==> config.mk <==
export PLATFORM = sky130hd
export DESIGN_NAME = regression_accum_flat
export DESIGN_NICKNAME = d
export VERILOG_FILES = /design/src/rtl/regression_accum_if.sv /design/src/rtl/regression_accum.sv /design/src/flat_wrapper.sv
export SDC_FILE = /design/constraint.sdc
export NUM_CORES = 2
export LEC_CHECK = 0
export ABC_CLOCK_PERIOD_IN_PS = 27200
export CELL_PAD_IN_SITES_DETAIL_PLACEMENT = 0
export CELL_PAD_IN_SITES_GLOBAL_PLACEMENT = 1
export CORE_MARGIN = 1
export CORE_UTILIZATION = 40
export CTS_CLUSTER_DIAMETER = 30
export DETAILED_ROUTE_END_ITERATION = 7
export GPL_TIMING_DRIVEN = 0
export PLACE_DENSITY_LB_ADDON = 0.2
export SYNTH_ARGS = -nofsm -noshare
export SYNTH_HDL_FRONTEND = slang
export SYNTH_SLANG_ARGS = --single-unit
==> constraint.sdc <==
create_clock -name clk -period 27.2 [get_ports clk]
set_input_delay 2.72 -clock clk [delete_from_list [all_inputs] [get_ports clk]]
set_output_delay 2.72 -clock clk [all_outputs]
set_load 0.01 [all_outputs]
==> src/rtl/regression_accum_if.sv <==
// Sample/result bus for regression_accum: start pulse, sample stream, result handshake and moment vectors.
// Widths follow W, N and DEG exactly as the accumulator derives them.
interface regression_accum_if #(
   parameter int W   = 12,
   parameter int N   = 128,
   parameter int DEG = 2
);
   localparam int ACC_W = 2 * DEG * W + $clog2(N);

   logic                         start;
   logic                         in_valid;
   logic                         in_ready;
   logic [W-1:0]                 x;
   logic [W-1:0]                 y;
   logic                         out_valid;
   logic                         out_ready;
   logic [(2*DEG+1)*ACC_W-1:0]   mom_x;
   logic [(DEG+1)*ACC_W-1:0]     mom_xy;

   modport master (
      output start, in_valid, x, y, out_ready,
      input  in_ready, out_valid, mom_x, mom_xy
   );

   modport slave (
      input  start, in_valid, x, y, out_ready,
      output in_ready, out_valid, mom_x, mom_xy
   );
endinterface

==> src/rtl/regression_accum.sv <==
// Streaming X^T.X / X^T.Y moment accumulator for the Longstaff-Schwartz regression step.
// Optional REGRESSION_ITM_FILTER_EN: samples with y==0 are counted toward N but add to no moment.
module regression_accum #(
   parameter int W   = 12,
   parameter int N   = 128,
   parameter int DEG = 2
) (
   input logic                clk,
   input logic                rst,
   regression_accum_if.slave  bus
);
   localparam int          ACC_W = 2 * DEG * W + $clog2(N);
   localparam int          CNT_W = $clog2(N);
   localparam int unsigned NK_X  = 2 * DEG + 1;
   localparam int unsigned NK_XY = DEG + 1;
   localparam int          W2    = 2 * W;
   localparam int          W3    = 3 * W;
   localparam int          W4    = 4 * W;

   typedef enum logic [1:0] {IDLE, ACCUM, DRAIN, DONE} state_t;

   state_t            state, state_nx;
   logic [CNT_W-1:0]  cnt;
   logic [1:0]        drain_cnt;
   logic              accept, clear, last_accept, drain_end;
   logic              itm_sel;

   logic              s1_valid, s1_inc;
   logic [W-1:0]      s1_x, s1_y;
   logic [W2-1:0]     s1_x2;

   logic              s2_valid, s2_inc;
   logic [W-1:0]      s2_x, s2_y;
   logic [W2-1:0]     s2_x2, s2_xy;

   logic [ACC_W-1:0]  term_x  [NK_X];
   logic [ACC_W-1:0]  term_xy [NK_XY];
   logic [ACC_W-1:0]  acc_x   [NK_X];
   logic [ACC_W-1:0]  acc_xy  [NK_XY];

   assign accept      = bus.in_valid && (state == ACCUM);
   assign clear       = bus.start && (state == IDLE);
   assign last_accept = accept && (cnt == CNT_W'(N - 1));
   assign drain_end   = (state == DRAIN) && (drain_cnt == 2'd2);

`ifdef REGRESSION_ITM_FILTER_EN
   assign itm_sel = (bus.y != '0);
`else
   assign itm_sel = 1'b1;
`endif

   always_ff @(posedge clk or posedge rst) begin
      if (rst) state <= IDLE;
      else     state <= state_nx;
   end

   always_comb begin
      state_nx = state;
      case (state)
         IDLE:    if (bus.start)     state_nx = ACCUM;
         ACCUM:   if (last_accept)   state_nx = DRAIN;
         DRAIN:   if (drain_end)     state_nx = DONE;
         DONE:    if (bus.out_ready) state_nx = IDLE;
         default:                    state_nx = IDLE;
      endcase
   end

   always_comb begin
      bus.in_ready  = (state == ACCUM);
      bus.out_valid = (state == DONE);
   end

   // Three drain cycles so out_valid rises one edge after the last accumulate.
   always_ff @(posedge clk or posedge rst) begin
      if (rst) begin
         cnt       <= '0;
         drain_cnt <= '0;
      end else begin
         if (clear)       cnt <= '0;
         else if (accept) cnt <= cnt + 1'b1;
         if (state == DRAIN) drain_cnt <= drain_cnt + 1'b1;
         else                drain_cnt <= '0;
      end
   end

   always_ff @(posedge clk or posedge rst) begin
      if (rst) begin
         s1_valid <= 1'b0;
         s1_inc   <= 1'b0;
         s1_x     <= '0;
         s1_y     <= '0;
         s1_x2    <= '0;
      end else begin
         s1_valid <= accept;
         s1_inc   <= accept && itm_sel;
         if (accept) begin
            s1_x  <= bus.x;
            s1_y  <= bus.y;
            s1_x2 <= W2'(bus.x) * W2'(bus.x);
         end
      end
   end

   always_ff @(posedge clk or posedge rst) begin
      if (rst) begin
         s2_valid <= 1'b0;
         s2_inc   <= 1'b0;
         s2_x     <= '0;
         s2_y     <= '0;
         s2_x2    <= '0;
         s2_xy    <= '0;
      end else begin
         s2_valid <= s1_valid;
         s2_inc   <= s1_inc;
         if (s1_valid) begin
            s2_x  <= s1_x;
            s2_y  <= s1_y;
            s2_x2 <= s1_x2;
            s2_xy <= W2'(s1_x) * W2'(s1_y);
         end
      end
   end

   assign term_x[0]  = ACC_W'(1'b1);
   assign term_x[1]  = ACC_W'(s2_x);
   assign term_x[2]  = ACC_W'(s2_x2);
   assign term_xy[0] = ACC_W'(s2_y);
   assign term_xy[1] = ACC_W'(s2_xy);

   generate
      if (DEG == 2) begin : g_deg2
         logic [W3-1:0] s2_x3, s2_x2y;
         logic [W4-1:0] s2_x4;

         always_ff @(posedge clk or posedge rst) begin
            if (rst) begin
               s2_x3  <= '0;
               s2_x4  <= '0;
               s2_x2y <= '0;
            end else if (s1_valid) begin
               s2_x3  <= W3'(s1_x2) * W3'(s1_x);
               s2_x4  <= W4'(s1_x2) * W4'(s1_x2);
               s2_x2y <= W3'(s1_x2) * W3'(s1_y);
            end
         end

         assign term_x[3]  = ACC_W'(s2_x3);
         assign term_x[4]  = ACC_W'(s2_x4);
         assign term_xy[2] = ACC_W'(s2_x2y);
      end
   endgenerate

   always_ff @(posedge clk or posedge rst) begin
      if (rst) begin
         for (int unsigned k = 0; k < NK_X; k++)  acc_x[k]  <= '0;
         for (int unsigned k = 0; k < NK_XY; k++) acc_xy[k] <= '0;
      end else if (clear) begin
         for (int unsigned k = 0; k < NK_X; k++)  acc_x[k]  <= '0;
         for (int unsigned k = 0; k < NK_XY; k++) acc_xy[k] <= '0;
      end else if (s2_valid && s2_inc) begin
         for (int unsigned k = 0; k < NK_X; k++)  acc_x[k]  <= acc_x[k] + term_x[k];
         for (int unsigned k = 0; k < NK_XY; k++) acc_xy[k] <= acc_xy[k] + term_xy[k];
      end
   end

   generate
      for (genvar k = 0; k < NK_X; k++) begin : g_mom_x
         assign bus.mom_x[k*ACC_W +: ACC_W] = acc_x[k];
      end
      for (genvar k = 0; k < NK_XY; k++) begin : g_mom_xy
         assign bus.mom_xy[k*ACC_W +: ACC_W] = acc_xy[k];
      end
   endgenerate
endmodule

==> src/flat_wrapper.sv <==
// flat-port wrapper written by rule: the top's interface ports become plain ports
module regression_accum_flat 
#(
   parameter int W   = 12,
   parameter int N   = 128,
   parameter int DEG = 2
)
  (clk, rst, bus_start, bus_in_valid, bus_x, bus_y, bus_out_ready, bus_in_ready, bus_out_valid, bus_mom_x, bus_mom_xy);
  regression_accum_if #(.W(W), .N(N), .DEG(DEG)) bus_i ();
  input logic clk;
  input logic rst;
  input wire logic [$bits(bus_i.start)-1:0] bus_start;
  input wire logic [$bits(bus_i.in_valid)-1:0] bus_in_valid;
  input wire logic [$bits(bus_i.x)-1:0] bus_x;
  input wire logic [$bits(bus_i.y)-1:0] bus_y;
  input wire logic [$bits(bus_i.out_ready)-1:0] bus_out_ready;
  output wire logic [$bits(bus_i.in_ready)-1:0] bus_in_ready;
  output wire logic [$bits(bus_i.out_valid)-1:0] bus_out_valid;
  output wire logic [$bits(bus_i.mom_x)-1:0] bus_mom_x;
  output wire logic [$bits(bus_i.mom_xy)-1:0] bus_mom_xy;
  assign bus_i.start = bus_start;
  assign bus_i.in_valid = bus_in_valid;
  assign bus_i.x = bus_x;
  assign bus_i.y = bus_y;
  assign bus_i.out_ready = bus_out_ready;
  assign bus_in_ready = bus_i.in_ready;
  assign bus_out_valid = bus_i.out_valid;
  assign bus_mom_x = bus_i.mom_x;
  assign bus_mom_xy = bus_i.mom_xy;
  regression_accum #(.W(W), .N(N), .DEG(DEG)) u_core (.clk(clk), .rst(rst), .bus(bus_i));
endmodule
==> metrics.cfg <==
[synthesis]
synthMuxAreaShare_pct=3.56
synth_warnings=0
ys_seq_area_share_pct=21.8
synth-simple-area-share_pct=15.4
ys.flop_type=dfrtp_1
synth_top_area_share_pct=25.8
synthXorXnorAreaFrac_pct=5.63
synth_top_area_cell=fa_1
synth.cell_area_mm2=0.0785
synthCells=8504
async_reset_ff_share_pct=100
synth_edf_count=0
synth_top_family_by_area=adder cells
avgSynthCellArea_um2=9.23
ys_types=101
ys_ff_latch=685
synthAdderAreaFrac_pct=36.4
synthTopCellsByArea=fa_1 (26%), dfrtp_1 (22%), ha_1 (11%)
synth_compound_area_share_pct=9.21

[setup_path]
ff2ff_setup_slack_ns=17.43
endpoint=u_core.g_deg2.s2_x4[46]
reg2regPathDepth=27
start_kind=flip-flop
worstPathArrival_ns=10.43
worstReg2RegStart=u_core.s1_x2[5]
critPathCaptureType=flip-flop
path_max_fanout=10
cpLargestDelayFamily=adder cells
slowest_stage=clkbuf_1
max_stage_delay_ns=0.92
cp.buffers_inverters=7
cp_common_cell=fa_1
r2r_end=u_core.g_deg2.s2_x4[46]
crit_cells=27
critPathRequiredTime_ns=27.87
worstSetupPathType=flip-flop to flip-flop
startpoint=u_core.s1_x2[5]

[layout]
final_common_cell=inv_1
final_cell_area_mm2=0.0944
syn_to_final_growth_pct=20.2
final_cell_mix=inv_1 (1278), fa_1 (1012), nand2_1 (1009)
final_nets=10900
instances_no_fill=12000
layout-drive-gt1-share_pct=6.56

[grt]
grt.overflow.total=0
grt_pass1_vias=66200
grt_antenna_before_repair=30
grt_max_degree=123
grt_pass1_wl_mm=429
grt_use_total_pct=29.4

[sta]
fin_tns_setup_ns=0
period_needed_ns=9.77
finalHoldViolCount=0
report.final.slew_viol_count=0
fin_crit_sh_pct=35.9
rsz0062_at_grt=no
relSlewSlack_pct=3.53
tightest_slew_ns=1.45
setup_violations=0
clock_skew_ns=0.0989
timing.fmax_mhz=102

[status]
status=complete, no violations

[placement]
dp_hpwl_mm=231
dp_cells=11600
place_area_mm2=0.0868
port_buffers=469
gp_congestion=0.989

[clocking]
postCtsSetupBuffers=0
cts.htree.levels=4
hold_buffers=0
cts-root-buf=clkbuf_16
ctsResizeCount=0
clk_pin_slew_ns=0.04
cts_buffer_depth=3
clock_sinks=685
worstSkewPairLatency_ns=0.88
cts_tree=built
cts_made_buffers=203

[floorplan]
die_h_um=445
rows=162
core-area_mm2=0.195
die_x_um=445
dieArea_mm2=0.198
initial_core_util_pct=40.3
ios=471

[drt]
routed_wl_mm=290
num_vias=63600
routed_via_density=5.30
drc_errors=0
drt-initial-drc-count=4481
wl_per_cell_um=24.1
antenna_left=0
dr.pass1.iters=6

[worst_hold_path]
worstHoldPathCells=0
hold_path.class=flip-flop to flip-flop

[flow_run]
maxCapViolations=0

[layout make-up]
class                           count  area, um2
Timing Repair Buffer              476       4890
Inverter                         1282       4820
Clock buffer                      263       5720
Sequential cell                   685      17100
Antenna cell                        5       12.5
Tap cell                         2624       3280
Buffer                            369       1420
Fill cell                       18800     101000
Clock inverter                    112       1820
Multi-Input combinational cell   6192      55200
[how the worst min path moves through the flow]
stage                                    from                  end  slack [ns]
after floorplan               u_core.s1_valid      u_core.s2_valid        0.40
after global placement        u_core.s1_valid      u_core.s2_valid        0.41
after detailed placement  u_core.drain_cnt[0]  u_core.drain_cnt[0]        0.42
after global routing      u_core.drain_cnt[0]  u_core.drain_cnt[0]        0.44
final                         u_core.s1_valid      u_core.s2_valid        0.42
after CTS                 u_core.drain_cnt[0]  u_core.drain_cnt[0]        0.43
[per-stage QoR]
stage / utilization, % / hold WS (ns) / worst slack, ns
after global placement: 44.4 / 0.407 / -4.83
after detailed placement: 44.5 / 0.415 / 17.70
after global routing: 48.4 / 0.437 / 17.21
final: 48.4 / 0.424 / 17.43
after CTS: 48.4 / 0.430 / 17.62
after floorplan: - / 0.398 / 5.28
[logic make-up (layout without fill, tap and decap cells)]
family,after synthesis,after routing
multiplexers,259,259
flip-flops,685,685
AND/OR/NAND/NOR,2589,2589
XOR/XNOR,505,505
buffers and inverters,1651,2502
other,2,31
AO/OA/AOI/OAI,1135,1135
adder cells (fa/ha/maj),1678,1678
[state kept, by name, indices dropped and copies added, names as in the netlist, 2 cells and up]
signal                cells
u_core.bus.mom_x        275
u_core.bus.mom_xy       165
u_core.g_deg2.s2_x4      47
u_core.g_deg2.s2_x2y     36
u_core.g_deg2.s2_x3      35
u_core.s1_x2             23
u_core.s2_xy             23
u_core.s2_x2             22
u_core.s1_y              12
u_core.s2_y              12
u_core.s1_x              11
u_core.s2_x              11
u_core.cnt                7
u_core.drain_cnt          2
u_core.state              2
[cell usage after synthesis, drive strengths merged (32+ instances only)]
library cell  number
inv             1279
fa              1012
nand2           1010
dfrtp            685
ha               666
nor2             567
a21oi            381
and2             369
clkbuf           356
xnor2            305
o21ai            268
xor2             200
a21o             167
mux2             160
nand3            144
mux2i             99
and3              87
nor3              85
nand4             72
or3               64
nor2b             63
a211oi            49
a31oi             44
o21bai            44
nand2b            37
o21a              32
[worst reg2reg max path: stages, from the launching register on]
cell      delay [ns]
dfrtp_1         0.68
clkbuf_1        0.87
clkbuf_1        0.93
nand2_1         0.28
fa_1            0.60
inv_1           0.06
fa_1            0.48
fa_1            0.55
inv_1           0.05
fa_1            0.49
inv_1           0.06
fa_1            0.50
fa_1            0.50
inv_1           0.05
fa_1            0.53
inv_1           0.06
ha_1            0.36
a21o_1          0.20
a21o_1          0.17
a21oi_1         0.20
nor2_1          0.07
a211oi_1        0.16
o21ai_1         0.30
a221oi_1        0.51
o21ai_0         0.19
a21oi_1         0.21
xor2_1          0.42
a21oi_1         0.14
[layer usage]
| layer | wire length, um | global-route usage [%] | up-vias |
|---|---|---|---|
| li1 | - | - | 28700 |
| met1 | 119000 | 37.7 | 32300 |
| met2 | 135000 | 47.5 | 2094 |
| met3 | 19100 | 5.23 | 557 |
| met4 | 16700 | 15.3 | 6 |
| met5 | 51 | 0 | - |
Power is left out: the tool's default activity adds up to more than one toggle a clock period on the data nets, which glitch-free logic cannot reach.
